## config.mk

```make
export PLATFORM = sky130hd
export DESIGN_NAME = rr_arbiter_flat
export DESIGN_NICKNAME = d
export VERILOG_FILES = /design/src/rtl/arb_pkg.sv /design/src/rtl/rr_arbiter_if.sv /design/src/rtl/rr_arbiter_pick.sv /design/src/rtl/rr_arbiter.sv /design/src/flat_wrapper.sv
export SDC_FILE = /design/constraint.sdc
export NUM_CORES = 1
export LEC_CHECK = 0
export BUFFER_PORTS_ARGS = -buffer_cell sky130_fd_sc_hd__clkbuf_2
export CAP_MARGIN = 20
export CORE_MARGIN = 2
export CORE_UTILIZATION = 40
export DETAILED_ROUTE_END_ITERATION = 6
export PLACE_DENSITY = 0.62
export SLEW_MARGIN = 20
export SYNTH_ARGS = -nofsm -noshare
export SYNTH_HDL_FRONTEND = slang
export SYNTH_HIERARCHICAL = 1
export SYNTH_SLANG_ARGS = --single-unit
```

## constraint.sdc

```tcl
create_clock -name clock -period 2.3 [get_ports clock]
set_input_delay 0.115 -clock clock [delete_from_list [all_inputs] [get_ports clock]]
set_output_delay 0.115 -clock clock [all_outputs]
set_load 0.005 [all_outputs]
```

## src/rtl/arb_pkg.sv

```systemverilog
// Shared types and defaults for the round-robin arbiter slice.
// The hold-limit feature is selected by the RR_ARB_HOLD_LIMIT_EN macro.
package arb_pkg;

  typedef enum logic {
    IDLE  = 1'b0,
    GRANT = 1'b1
  } arb_state_t;

  localparam int DEF_NUM_REQ  = 4;
  localparam int DEF_MAX_HOLD = 8;

  // hold_cnt is sized for the largest legal MAX_HOLD (255)
  localparam int HOLD_CNT_W   = 8;

endpackage

```

## src/rtl/rr_arbiter_if.sv

```systemverilog
// Requester-side bundle of the round-robin arbiter.
// The master modport is the requester side and the slave modport is the arbiter.
interface rr_arbiter_if
  import arb_pkg::*;
#(
  parameter int NUM_REQ = DEF_NUM_REQ
);
  localparam int ID_W = $clog2(NUM_REQ);

  logic [NUM_REQ-1:0] req;
  logic [NUM_REQ-1:0] grant;
  logic               grant_valid;
  logic [ID_W-1:0]    grant_id;
  logic               hold_expired;

  modport master (
    output req,
    input  grant,
    input  grant_valid,
    input  grant_id,
    input  hold_expired
  );

  modport slave (
    input  req,
    output grant,
    output grant_valid,
    output grant_id,
    output hold_expired
  );

endinterface

```

## src/rtl/rr_arbiter_pick.sv

```systemverilog
// Combinational round-robin picker: the first set bit of req_mask at or after ptr, wrapping.
// It returns a found flag, the winner index and the one-hot winner.
module rr_pick
  import arb_pkg::*;
#(
  parameter  int NUM_REQ = DEF_NUM_REQ,
  localparam int ID_W    = $clog2(NUM_REQ)
) (
  input  logic [NUM_REQ-1:0] req_mask,
  input  logic [ID_W-1:0]    ptr,
  output logic               found,
  output logic [ID_W-1:0]    winner_id,
  output logic [NUM_REQ-1:0] winner_onehot
);

  logic [NUM_REQ-1:0] rot_req;
  logic [ID_W-1:0]    rot_idx [NUM_REQ];

  // rot_req[gi] is the request that sits gi positions after ptr in search order
  for (genvar gi = 0; gi < NUM_REQ; gi++) begin : g_rot
    logic [ID_W:0] sum;
    assign sum          = {1'b0, ptr} + (ID_W+1)'(gi);
    assign rot_idx[gi]  = (sum >= (ID_W+1)'(NUM_REQ)) ? ID_W'(sum - (ID_W+1)'(NUM_REQ))
                                                      : sum[ID_W-1:0];
    assign rot_req[gi]  = req_mask[rot_idx[gi]];
  end

  always_comb begin
    found     = 1'b0;
    winner_id = '0;
    for (int i = NUM_REQ - 1; i >= 0; i--) begin
      if (rot_req[i]) begin
        found     = 1'b1;
        winner_id = rot_idx[i];
      end
    end
  end

  always_comb begin
    winner_onehot = '0;
    if (found) begin
      winner_onehot[winner_id] = 1'b1;
    end
  end

endmodule

```

## src/rtl/rr_arbiter.sv

```systemverilog
// Round-robin arbiter with registered one-hot grant and hold-while-asserted ownership.
// Defining RR_ARB_HOLD_LIMIT_EN adds forced rotation after MAX_HOLD cycles when others wait.
module rr_arbiter
  import arb_pkg::*;
#(
  parameter  int NUM_REQ  = DEF_NUM_REQ,
  parameter  int MAX_HOLD = DEF_MAX_HOLD,
  localparam int ID_W     = $clog2(NUM_REQ)
) (
  input  logic         clock,
  input  logic         reset,
  rr_arbiter_if.slave  bus
);

  arb_state_t         state_reg, state_next;
  logic [ID_W-1:0]    ptr_reg, ptr_next;
  logic [NUM_REQ-1:0] grant_reg, grant_next;
  logic [ID_W-1:0]    grant_id_reg, grant_id_next;
  logic               grant_valid_reg, grant_valid_next;
  logic               hold_expired_reg, hold_expired_next;

  logic               holder_req;
  logic               others_req;
  logic               force_rot;
  logic [NUM_REQ-1:0] pick_mask;
  logic               pick_found;
  logic [ID_W-1:0]    pick_id;
  logic [NUM_REQ-1:0] pick_onehot;

  assign holder_req = |(bus.req & grant_reg);
  assign others_req = |(bus.req & ~grant_reg);

`ifdef RR_ARB_HOLD_LIMIT_EN
  localparam logic [HOLD_CNT_W-1:0] HOLD_LAST = HOLD_CNT_W'(MAX_HOLD - 1);

  logic [HOLD_CNT_W-1:0] hold_cnt_reg, hold_cnt_next;

  assign force_rot = (state_reg == GRANT) && holder_req && others_req &&
                     (hold_cnt_reg == HOLD_LAST);
`else
  assign force_rot = 1'b0;
`endif

  // A forced rotation must not hand the grant straight back to the current holder
  assign pick_mask = force_rot ? (bus.req & ~grant_reg) : bus.req;

  rr_pick #(
    .NUM_REQ(NUM_REQ)
  ) u_pick (
    .req_mask      (pick_mask),
    .ptr           (ptr_reg),
    .found         (pick_found),
    .winner_id     (pick_id),
    .winner_onehot (pick_onehot)
  );

  always_comb begin
    logic new_grant;
    new_grant         = 1'b0;
    state_next        = state_reg;
    ptr_next          = ptr_reg;
    grant_next        = grant_reg;
    grant_id_next     = grant_id_reg;
    hold_expired_next = 1'b0;
`ifdef RR_ARB_HOLD_LIMIT_EN
    hold_cnt_next     = hold_cnt_reg;
`endif

    unique case (state_reg)
      IDLE: begin
        if (pick_found) begin
          new_grant = 1'b1;
        end
      end
      GRANT: begin
        if (force_rot) begin
          new_grant         = 1'b1;
          hold_expired_next = 1'b1;
        end else if (holder_req) begin
`ifdef RR_ARB_HOLD_LIMIT_EN
          if (hold_cnt_reg != HOLD_LAST) begin
            hold_cnt_next = hold_cnt_reg + HOLD_CNT_W'(1);
          end
`endif
        end else if (pick_found) begin
          new_grant = 1'b1;
        end else begin
          state_next    = IDLE;
          grant_next    = '0;
          grant_id_next = '0;
        end
      end
      default: begin
        state_next    = IDLE;
        grant_next    = '0;
        grant_id_next = '0;
      end
    endcase

    if (new_grant) begin
      state_next    = GRANT;
      grant_next    = pick_onehot;
      grant_id_next = pick_id;
      ptr_next      = (pick_id == ID_W'(NUM_REQ - 1)) ? '0 : pick_id + ID_W'(1);
`ifdef RR_ARB_HOLD_LIMIT_EN
      hold_cnt_next = '0;
`endif
    end

    grant_valid_next = |grant_next;
  end

  always_ff @(posedge clock) begin
    if (reset) begin
      state_reg        <= IDLE;
      ptr_reg          <= '0;
      grant_reg        <= '0;
      grant_id_reg     <= '0;
      grant_valid_reg  <= 1'b0;
      hold_expired_reg <= 1'b0;
    end else begin
      state_reg        <= state_next;
      ptr_reg          <= ptr_next;
      grant_reg        <= grant_next;
      grant_id_reg     <= grant_id_next;
      grant_valid_reg  <= grant_valid_next;
      hold_expired_reg <= hold_expired_next;
    end
  end

`ifdef RR_ARB_HOLD_LIMIT_EN
  always_ff @(posedge clock) begin
    if (reset) begin
      hold_cnt_reg <= '0;
    end else begin
      hold_cnt_reg <= hold_cnt_next;
    end
  end
`endif

  assign bus.grant        = grant_reg;
  assign bus.grant_id     = grant_id_reg;
  assign bus.grant_valid  = grant_valid_reg;
  assign bus.hold_expired = hold_expired_reg;

endmodule

```

## src/flat_wrapper.sv

```systemverilog
// flat-port wrapper written by rule: the top's interface ports become plain ports
module rr_arbiter_flat import arb_pkg::*;
#(
  parameter  int NUM_REQ  = DEF_NUM_REQ,
  parameter  int MAX_HOLD = DEF_MAX_HOLD,
  localparam int ID_W     = $clog2(NUM_REQ)
)
  (clock, reset, bus_req, bus_grant, bus_grant_valid, bus_grant_id, bus_hold_expired);
  rr_arbiter_if #(.NUM_REQ(NUM_REQ)) bus_i ();
  input  logic clock;
  input  logic reset;
  input wire logic [$bits(bus_i.req)-1:0] bus_req;
  output wire logic [$bits(bus_i.grant)-1:0] bus_grant;
  output wire logic [$bits(bus_i.grant_valid)-1:0] bus_grant_valid;
  output wire logic [$bits(bus_i.grant_id)-1:0] bus_grant_id;
  output wire logic [$bits(bus_i.hold_expired)-1:0] bus_hold_expired;
  assign bus_i.req = bus_req;
  assign bus_grant = bus_i.grant;
  assign bus_grant_valid = bus_i.grant_valid;
  assign bus_grant_id = bus_i.grant_id;
  assign bus_hold_expired = bus_i.hold_expired;
  rr_arbiter #(.NUM_REQ(NUM_REQ), .MAX_HOLD(MAX_HOLD)) u_core (.clock(clock), .reset(reset), .bus(bus_i));
endmodule
```

# Word-level counts from Yosys, hierarchy flattened
# Index checks and enable logic that the tools add are counted.
[word_totals]
register_bits = 10
inputBits = 6
wordCells = 71
[classes]
n_addsub = 8
reduce_logical = 5
n_mux = 38
eq_ne = 3
bitwise_logic = 2
magnitude_cmp = 10
[ops]
columns = ["operator", "n"]
rows = [
  ["$mux 2", 13],
  ["$mux 4", 5],
  ["$lt 2x3->1 const B", 5],
  ["$mux 1", 14],
  ["$ge 3x3->1 const B", 3],
  ["$bmux 1 s2", 4],
  ["$reduce_or 4->1", 2],
  ["$sub 2x1->2 const B", 4],
  ["$add 2x2->3 const B", 2],
  ["$and 4x4->4", 1],
  ["$ne 2x2->1 const B", 2],
  ["$add 2x1->3 const B", 1],
  ["$ge 2x3->1 const B", 1],
  ["$reduce_and 3->1", 1],
  ["$add 2x1->2 const B", 1],
  ["$demux 1 s2", 1],
  ["$eq 2x2->1 const B", 1],
  ["$ge 2x1->1 const B", 1],
  ["$pmux 1 s2", 1],
  ["$reduce_bool 2->1", 1],
  ["$logic_and 1x1->1", 1],
  ["$not 1->1", 1],
]

# Longest topological paths before layout
# Gate-level depths: netlist (run 1).
[depth]
word_depth = 16
mapped_depth = 8

# Hierarchy
# Netlist (run 1), hierarchy kept.
[modules_own_cells]
columns = ["mod", "area_per_inst_um2", "cells_each", "instances"]
rows = [
  ["rr_arbiter", 710.7, 88, 1],
  ["rr_pick", 182.7, 29, 1],
]

# Worst setup path before layout (run 1)
# No wires, ideal clock.
[synth_path]
kind = "register to register"
from = "register u_core.ptr_reg[0]"
to = "register u_core.ptr_reg[1]"
stages_incl_launch_ff = 8
t_arrival_ps = 1638
path_buffers = 0
slack_ps = 567
synth_period_minus_slack_ps = 1733
setup_time_ps = 95
path_cell_list = "dfxtp_1 -> nor2_1 -> o21bai_1 -> a221oi_2 -> ha_1 -> nand2_1 -> or4_1 -> o311ai_1"
[synth_between]
elab_cells_between_ends = 37
[synth_lines]
columns = ["item", "line_no", "rtl"]
rows = [
  ["start: declaration", "rr_arbiter.sv:16", "logic [ID_W-1:0] ptr_reg, ptr_next;"],
  ["start signal: assignment", "rr_arbiter.sv:123", "ptr_reg <= ptr_next;"],
  ["$add 2x2->3", "rr_arbiter_pick.sv:22", "assign sum = {1'b0, ptr} + (ID_W+1)'(gi);"],
  ["$ge 3x3->1 or $sub 2x1->2 (tied branches)", "rr_arbiter_pick.sv:23", "assign rot_idx[gi] = (sum >= (ID_W+1)'(NUM_REQ)) ? ID_W'(sum - (ID_W+1)'(NUM_REQ))"],
  ["$mux 2", "rr_arbiter_pick.sv:23", ""],
  ["$bmux 1 s2", "rr_arbiter_pick.sv:25", "assign rot_req[gi] = req_mask[rot_idx[gi]];"],
  ["$mux 1 (implied by the code)", "rr_arbiter_pick.sv:25", ""],
  ["$mux 2 (3 in a row)", "rr_arbiter_pick.sv:32", "if (rot_req[i]) begin"],
  ["$mux 2 (*)", "rr_arbiter_pick.sv:32", ""],
  ["named net u_core.pick_id[0]", "rr_arbiter.sv:27", "logic [ID_W-1:0] pick_id;"],
  ["$add 2x1->2 or $eq 2x2->1 (tied branches)", "rr_arbiter.sv:104", "ptr_next = (pick_id == ID_W'(NUM_REQ - 1)) ? '0 : pick_id + ID_W'(1);"],
  ["$mux 2 (*)", "rr_arbiter.sv:104", ""],
]
# The timed path passes the listed nets; every way through them passes the cells marked *. The select of a mux whose other input is x is not followed.
# A chain may end at the register's enable or synchronous reset.

# Worst setup path in the final report (run 1)
# Same ends and word-level chain as after synthesis.

==> flow_metrics.env, run 1 <==
export IMPL_end_kind="flip-flop"
export IMPL_netlist_area_sq_um=893.4
export IMPL_fmax_mhz=513.0
export IMPL_dp_slack_ns=0.4039
export IMPL_numCtsBuffers=3
export IMPL_largest_reg_flops=4
export IMPL_path_clk_slew_ns=0.07
export IMPL_dpl_hpwl_mm=1.553
export IMPL_critPathMaxFanout=9
export IMPL_outcome="finished, final reports clean"
export IMPL_post_cts_resized=0
export IMPL_synth_avg_cell_area_sq_um=7.636
export IMPL_grt_pass1_vias=804
export IMPL_wl_per_cell_um=15.54
export IMPL_rows=17
export IMPL_peakVddDrop_uv=448.6
export IMPL_critical_path_buf_inv_count=0
export IMPL_maxCapViolCount=0
export IMPL_drt_total_wl_mm=2.316
export IMPL_final_setup_worst_slack_ns=0.3505
export IMPL_static_leakage_power_nw=0.3777
export IMPL_routed_via_density=6.221
export IMPL_crit_type="reg2reg"
export IMPL_vias=927
export IMPL_cp_arrival_ns=2.09
export IMPL_critical_path_top_delay_family="compound AO/OA/AOI/OAI gates"
export IMPL_ff2ff_setup_slack_ns=0.35
export IMPL_first_pass_iters=5
export IMPL_ys_seq_elements=10
export IMPL_layout_drive_gt1_share=0.1653
export IMPL_start_util=0.4118
export IMPL_regArea_sq_um=200.2
export IMPL_postSynthCellCount=117
export IMPL_die_h_um=51.26
export IMPL_synth_nets=124
export IMPL_syn2layout_area_growth_pct=7.143
export IMPL_final_max_slew_violation_count=0
export IMPL_setup_tns_ns=0
export IMPL_grt_ovfl_total=0
export IMPL_relSlewSlack=0.5792
export IMPL_clk_latency_ns=0.27
export IMPL_ant_nets=0
export IMPL_ioPinCount=14
export IMPL_fillers=233
export IMPL_diodes=0
export IMPL_drt_iter0_drc=29
export IMPL_grt_max_degree=22
export IMPL_clockBufferDepth=2
export IMPL_rsz0062_at_grt="no"
export IMPL_worstHoldPathCells=2
export IMPL_die_area_sq_um=2628
export IMPL_finalCriticalPeriod_ns=1.949
export IMPL_crit_slowest_cell="dfxtp_1"
export IMPL_final_cell_mix="clkbuf_2, nand2_1, dfxtp_1, or4_1, a31oi_1"
export IMPL_clock_skew_ns=0.005053
export IMPL_worst_hold_slack_ns=0.2909
export IMPL_clockRootBuffer="clkbuf_4"
export IMPL_cts_tree="built"
export IMPL_fin_nets=129
export IMPL_required_ns=2.44
export IMPL_layout_commonest_cell="clkbuf_2"
export IMPL_io_buffers=12
export IMPL_grtUsageTotal=0.1987
export IMPL_htreeDepth=1
export IMPL_cpPeakStageDelay_ns=0.46
export IMPL_worstPathCellList="nor2_1 > o21bai_1 > a221oi_2 > ha_1 > nor4bb_1 > a31oi_1 > o311ai_1"
export IMPL_ys_types=40
export IMPL_cts_setup_buffers=0
export IMPL_antenna_found_initial=0
export IMPL_post_route_drc_count=0
export IMPL_multi_input_area_sq_um=606.8
export IMPL_clock_sinks=10
export IMPL_cts_hold_buf=0
export IMPL_grt_pass1_wl_mm=3.926
export IMPL_hold_path_class="in2reg"
export IMPL_yosysSeqAreaShare=0.2241
export IMPL_ys_warnings_count=6
export IMPL_die_w_um=51.26
export IMPL_worstMarginPinSlew_ns=0.6303
export IMPL_hold_viol=0
export IMPL_cp_num_cells=7
export IMPL_critPathLaunchType="flip-flop"
export IMPL_p_per_area_nw_per_um2=900.5
export IMPL_period_share=0.8476
export IMPL_core_area_sq_um=2170
export IMPL_gp_congestion=0.8340
export IMPL_worst_r2r_path_depth=7
export IMPL_setup_violations=0
==> metal layers <==
layer  routed length, um  global-route usage  vias to the layer above
met5                   0                   0                        -
met3                 134             0.06140                        4
met4                  36             0.04386                        0
met1                1036              0.2562                      428
met2                1109              0.3247                       28
li1                    -                   -                      467
==> per-stage QoR <==
| step | instances | instance area (sq um) | power [mW] | util |
|---|---|---|---|---|
| 5_1_grt | 149 | 957.2 | 0.9418 | 0.4412 |
| 6_report | 149 | 957.2 | 0.8620 | 0.4412 |
| 3_5_place_dp | 145 | 920.9 | 0.6999 | 0.4245 |
| 4_1_cts | 149 | 957.2 | 0.8663 | 0.4412 |
| 2_1_floorplan | 117 | 893.4 | 0.5909 | - |
| 3_3_place_gp | 145 | 920.9 | 0.6879 | 0.4245 |
==> Yosys cell counts <==
master     instances  share of area
nand2_1           11          0.046
dfxtp_1           10           0.22
a31oi_1            8          0.056
or4_1              8          0.067
nor2_1             7          0.029
nor4b_1            7          0.069
o2111ai_1          7          0.069
nand3_1            6          0.034
buf_2              5          0.028
a21oi_1            4          0.022
nand2b_1           4          0.028
buf_4              3          0.025
inv_1              3          0.013
nor2b_1            3          0.021
clkbuf_1           2         0.0084
nor3_1             2          0.011
nor4_1             2          0.014
o21ai_0            2          0.011
o311ai_1           2          0.020
a21o_1             1         0.0084
a221oi_2           1          0.017
a22o_1             1         0.0098
a22o_4             1          0.020
and3_1             1         0.0070
buf_1              1         0.0042
buf_6              1          0.013
clkbuf_2           1         0.0056
conb_1             1         0.0042
ha_1               1          0.014
nand3b_1           1         0.0084
nor3b_1            1         0.0084
nor4bb_1           1          0.011
o21a_1             1         0.0084
o21bai_1           1         0.0084
o221a_2            1          0.013
o22a_1             1         0.0098
o22ai_1            1         0.0070
o31a_1             1         0.0098
o32a_1             1          0.011
or3_1              1         0.0070
==> worst register-to-register path, stage by stage, from the launching register on <==
cell      delay [ns]
dfxtp_1         0.46
nor2_1          0.10
o21bai_1        0.17
a221oi_2        0.35
ha_1            0.30
nor4bb_1        0.14
a31oi_1         0.18
o311ai_1        0.11
==> cells by family (layout without fill, tap and decap cells) <==
| logic type | count (synthesis) | after routing | share of synthesized area |
|---|---|---|---|
| other cells | 1 | 1 | 0.004198 |
| fa+ha+maj | 1 | 1 | 0.01400 |
| flops | 10 | 10 | 0.2241 |
| buf+inv | 16 | 20 | 0.09662 |
| compound gates | 34 | 34 | 0.2997 |
| simple gates | 55 | 55 | 0.3614 |
==> report_power, final <==
group | internal, mW | total (mW) | switching (mW)
logic | 0.185 | 0.402 | 0.217
registers | 0.227 | 0.297 | 0.0694
clock network | 0.0962 | 0.163 | 0.0673
total | 0.508 | 0.862 | 0.354
==> cell type report <==
type                            count  area share
Sequential cell                    10      0.2092
Tap cell                           28     0.03660
Clock buffer                        4     0.03791
Timing Repair Buffer               13     0.07059
Multi-Input combinational cell     91      0.6340
Inverter                            3     0.01176
==> final timing paths <==
check | startpoint | end
max | u_core/ptr_reg[0] | u_core/ptr_reg[1]
min | reset | u_core/state_reg
max reg2reg | u_core/ptr_reg[0] | u_core/ptr_reg[1]
min reg2reg | u_core/bus.grant_id[1] | u_core/bus.grant_id[1]
Power figures use the tool's default switching activity.
==> run 2, diff against run 1 <==
Settings changed: ABC_AREA set to 1, PLACE_DENSITY 0.62 to 0.66.
Clock period 2.3 ns to 1.67 ns, I/O delays scaled along.
==> run 2 against run 1 <==
  * The flow now finishes with violations (negative setup slack)
  * Final cell count increased by 2.7%
  * Clock power rose by 36%
  * Final area up 0.52%
  * Clock skew decreased by 0.0032 ns
  * Sequential share of layout area rose by 0.67 points
  * Setup slack worse by 0.39 ns
  * Count of clock-buffer cells in the layout is the same
  * Area after synthesis shrank 22%
  * Routed wire length is 23% lower
  * Global-route usage shrank 2.4 points
  * Synthesized cell count up 0.85%
  * Critical endpoint is now u_core/bus.grant_valid
  * Largest cell class unchanged
  * Largest power group unchanged
  * Highest routed layer unchanged
==> flow_metrics.env, run 2 <==
export IMPL_synthFlopType="dfxtp_1"
export IMPL_wl_met1_um=853
export IMPL_yosysSeqAreaShare=0.2878
export IMPL_timing_rr_start="u_core/ptr_reg[0]"
export IMPL_numCtsBuffers=3
export IMPL_worstHoldPathCells=2
export IMPL_setup_violations=1
export IMPL_dp_slack_ns=-0.09164
export IMPL_ioPinCount=14
export IMPL_startpoint="u_core/ptr_reg[0]"
export IMPL_critical_path_top_delay_family="simple AND/OR/NAND/NOR gates"
export IMPL_htreeDepth=1
export IMPL_cts_hold_buf=0
export IMPL_whs_endpoint="u_core/ptr_reg[1]"
export IMPL_fin_nets=144
export IMPL_path_clk_slew_ns=0.07
export IMPL_post_route_drc_count=0
export IMPL_drt_iter0_drc=11
export IMPL_netlist_area_sq_um=695.7
export IMPL_largest_reg_flops=4
export IMPL_period_share=1.026
export IMPL_p_per_area_nw_per_um2=2148
export IMPL_grtUsageTotal=0.1744
export IMPL_hold_viol=0
export IMPL_syn2layout_area_growth_pct=38.31
export IMPL_final_core_util=0.5696
export IMPL_cp_common_cell="nand2_2"
export IMPL_worst_r2r_path_depth=13
export IMPL_critical_path_buf_inv_count=3
export IMPL_layout_commonest_cell="nand2_1"
export IMPL_wl_per_cell_um=11.62
export IMPL_hold_path_class="in2reg"
export IMPL_grt_ovfl_total=0
export IMPL_first_pass_iters=4
export IMPL_core_area_sq_um=1689
export IMPL_synth_edf_count=0
export IMPL_antenna_found_initial=0
export IMPL_synth_top_cells_by_area="dfxtp_1, nand2_1, nand3_1"
export IMPL_synth_nets=125
export IMPL_ant_nets=0
export IMPL_final_max_slew_violation_count=0
export IMPL_gp_congestion=0.8069
export IMPL_outcome="complete, but fails checks"
export IMPL_start_util=0.4119
export IMPL_worstPathCellList="inv_6 > nand2_2 > nand2_2 > nand2_2 > nand2_2 > inv_2 > nand4_1 > inv_2 > or2_4 > nand3_2 > nand2_2 > nor2_2 > a21oi_1"
export IMPL_grt_pass1_wl_mm=2.532
export IMPL_grt_pass1_vias=623
export IMPL_diodes=0
export IMPL_cts_tree="built"
export IMPL_wl_met2_um=810
export IMPL_cp_arrival_ns=1.87
export IMPL_rows=15
export IMPL_rsz0062_at_grt="yes"
export IMPL_maxCapViolCount=0
export IMPL_final_cell_mix="nand2_1, nand2_2, clkbuf_2, a21oi_1, nand3_2"
export IMPL_critPathLaunchType="flip-flop"
export IMPL_clockRootBuffer="clkbuf_4"
export IMPL_worstReg2RegEnd="u_core/bus.grant_valid"
export IMPL_clock_sinks=10
export IMPL_critPathMaxFanout=8
export IMPL_layout_drive_gt1_share=0.5000
export IMPL_peakVddDrop_uv=1147
export IMPL_drt_total_wl_mm=1.778
export IMPL_fin_area_sq_um=962.2
export IMPL_postSynthCellCount=118
export IMPL_synth_avg_cell_area_sq_um=5.895
export IMPL_required_ns=1.83
export IMPL_die_h_um=45.71
export IMPL_ys_seq_elements=10
export IMPL_cpPeakStageDelay_ns=0.39
export IMPL_placed_area_sq_um=777.0
export IMPL_dpl_hpwl_mm=1.230
export IMPL_fillers=166
export IMPL_dp_cells=146
export IMPL_die_area_sq_um=2089
export IMPL_clock_skew_ns=0.001804
export IMPL_ys_warnings_count=6
export IMPL_die_w_um=45.71
export IMPL_async_flop_share=0
export IMPL_io_buffers=12
export IMPL_yosysTopAreaCellShare=0.2878
export IMPL_highest_layer="met4"
export IMPL_ff2ff_setup_slack_ns=-0.04
export IMPL_crit_slowest_cell="dfxtp_4"
export IMPL_clockBufferDepth=2
export IMPL_synthTopCellsByCount="nand2_1, nand3_1, inv_1"
export IMPL_final_cells=153
export IMPL_clk_latency_ns=0.27
export IMPL_violations="negative setup slack"
export IMPL_finalCriticalPeriod_ns=1.714
export IMPL_worst_hold_slack_ns=0.1067
export IMPL_vias=775
export IMPL_crit_type="reg2reg"
export IMPL_final_setup_worst_slack_ns=-0.04392
export IMPL_hp_start="reset"
export IMPL_ys_types=19
export IMPL_grt_max_degree=11
export IMPL_yosysMostFrequentCell="nand2_1"
export IMPL_yosysTopAreaCell="dfxtp_1"
export IMPL_static_leakage_power_nw=0.4949
export IMPL_end_kind="flip-flop"
export IMPL_routed_via_density=5.065
export IMPL_fmax_mhz=583.5
export IMPL_dr_wl_met3_um=73
run 2: changes by cell type in the layout (fill, tap and decap cells not counted), moves of 6 or more:
cell / previous run / this run
nand2_1: 11 / 29
nand2_2: 0 / 16
nand3_2: 0 / 9
a31oi_1: 8 / 0
or4_1: 8 / 0
nor4b_1: 7 / 0
o2111ai_1: 7 / 0
a21oi_1: 4 / 10
inv_2: 0 / 6
run 2: cells by family after synthesis:
| kind of cell | Yosys count | share of synthesized area |
|---|---|---|
| AO/OA/AOI/OAI | 13 | 0.09893 |
| adder cells (fa/ha/maj) | 1 | 0.01798 |
| buffers and inverters | 17 | 0.1079 |
| flip-flops | 10 | 0.2878 |
| other | 1 | 0.005391 |
| AND/OR/NAND/NOR | 76 | 0.4820 |
run 2: report_power, final:
group	leakage (nW)	internal [mW]	total [mW]	switching, mW
combinational	0.390	0.556	1.40	0.843
clock	0.0210	0.133	0.222	0.0891
sequential	0.0840	0.344	0.446	0.102
total	0.495	1.03	2.07	1.03
run 2: how the worst max path moves through the flow:
stage / endpoint / slack, ns / depth (start not counted)
2_1_floorplan: u_core/bus.grant_valid / -0.06 / 14
3_3_place_gp: u_core/bus.grant_valid / -0.09 / 13
3_5_place_dp: u_core/bus.grant_valid / -0.09 / 13
4_1_cts: u_core/bus.grant_valid / -0.02 / 13
5_1_grt: u_core/bus.grant_valid / -0.17 / 13
6_report: u_core/bus.grant_valid / -0.04 / 13
run 2: area by class of cell:
type	instances	area (sq um)	share of cell area
Multi-Input combinational cell	91	533.0	0.5540
Timing Repair Buffer	17	101.3	0.1053
Sequential cell	10	207.7	0.2159
Clock buffer	4	36.28	0.03771
Tap cell	17	21.27	0.02211
Inverter	14	62.56	0.06502
run 2: metrics by stage:
step	total power, mW	setup TNS, ns
after floorplan	1.284	-0.06119
after global placement	1.504	-0.1148
after detailed placement	1.528	-0.1278
after CTS	1.795	-0.01977
after global routing	2.274	-0.6551
final	2.067	-0.04392
run 2: what timing repair did:
| item | 4_1_cts | 5_1_grt |
|---|---|---|
| pin swaps | 2 | 14 |
| endpoints found under the setup margin | 3 | 8 |
| endpoints found under the hold margin | 0 | 0 |
| buffers inserted | 1 | 2 |
| resized for setup | 4 | 35 |
run 2: worst register-to-register path, delay by kind of cell (launching register included):
| kind | cells | cell delay [ns] |
|---|---|---|
| AND/OR/NAND/NOR | 9 | 0.96 |
| flip-flops | 1 | 0.39 |
| buffers and inverters | 3 | 0.18 |
| AO/OA/AOI/OAI | 1 | 0.06 |
run 2: metal layers:
metal  global-route usage  vias up
met5                    0        -
met2               0.2507       19
met4               0.1029        0
met1               0.2236      343
li1                     -      409
met3              0.05952        4
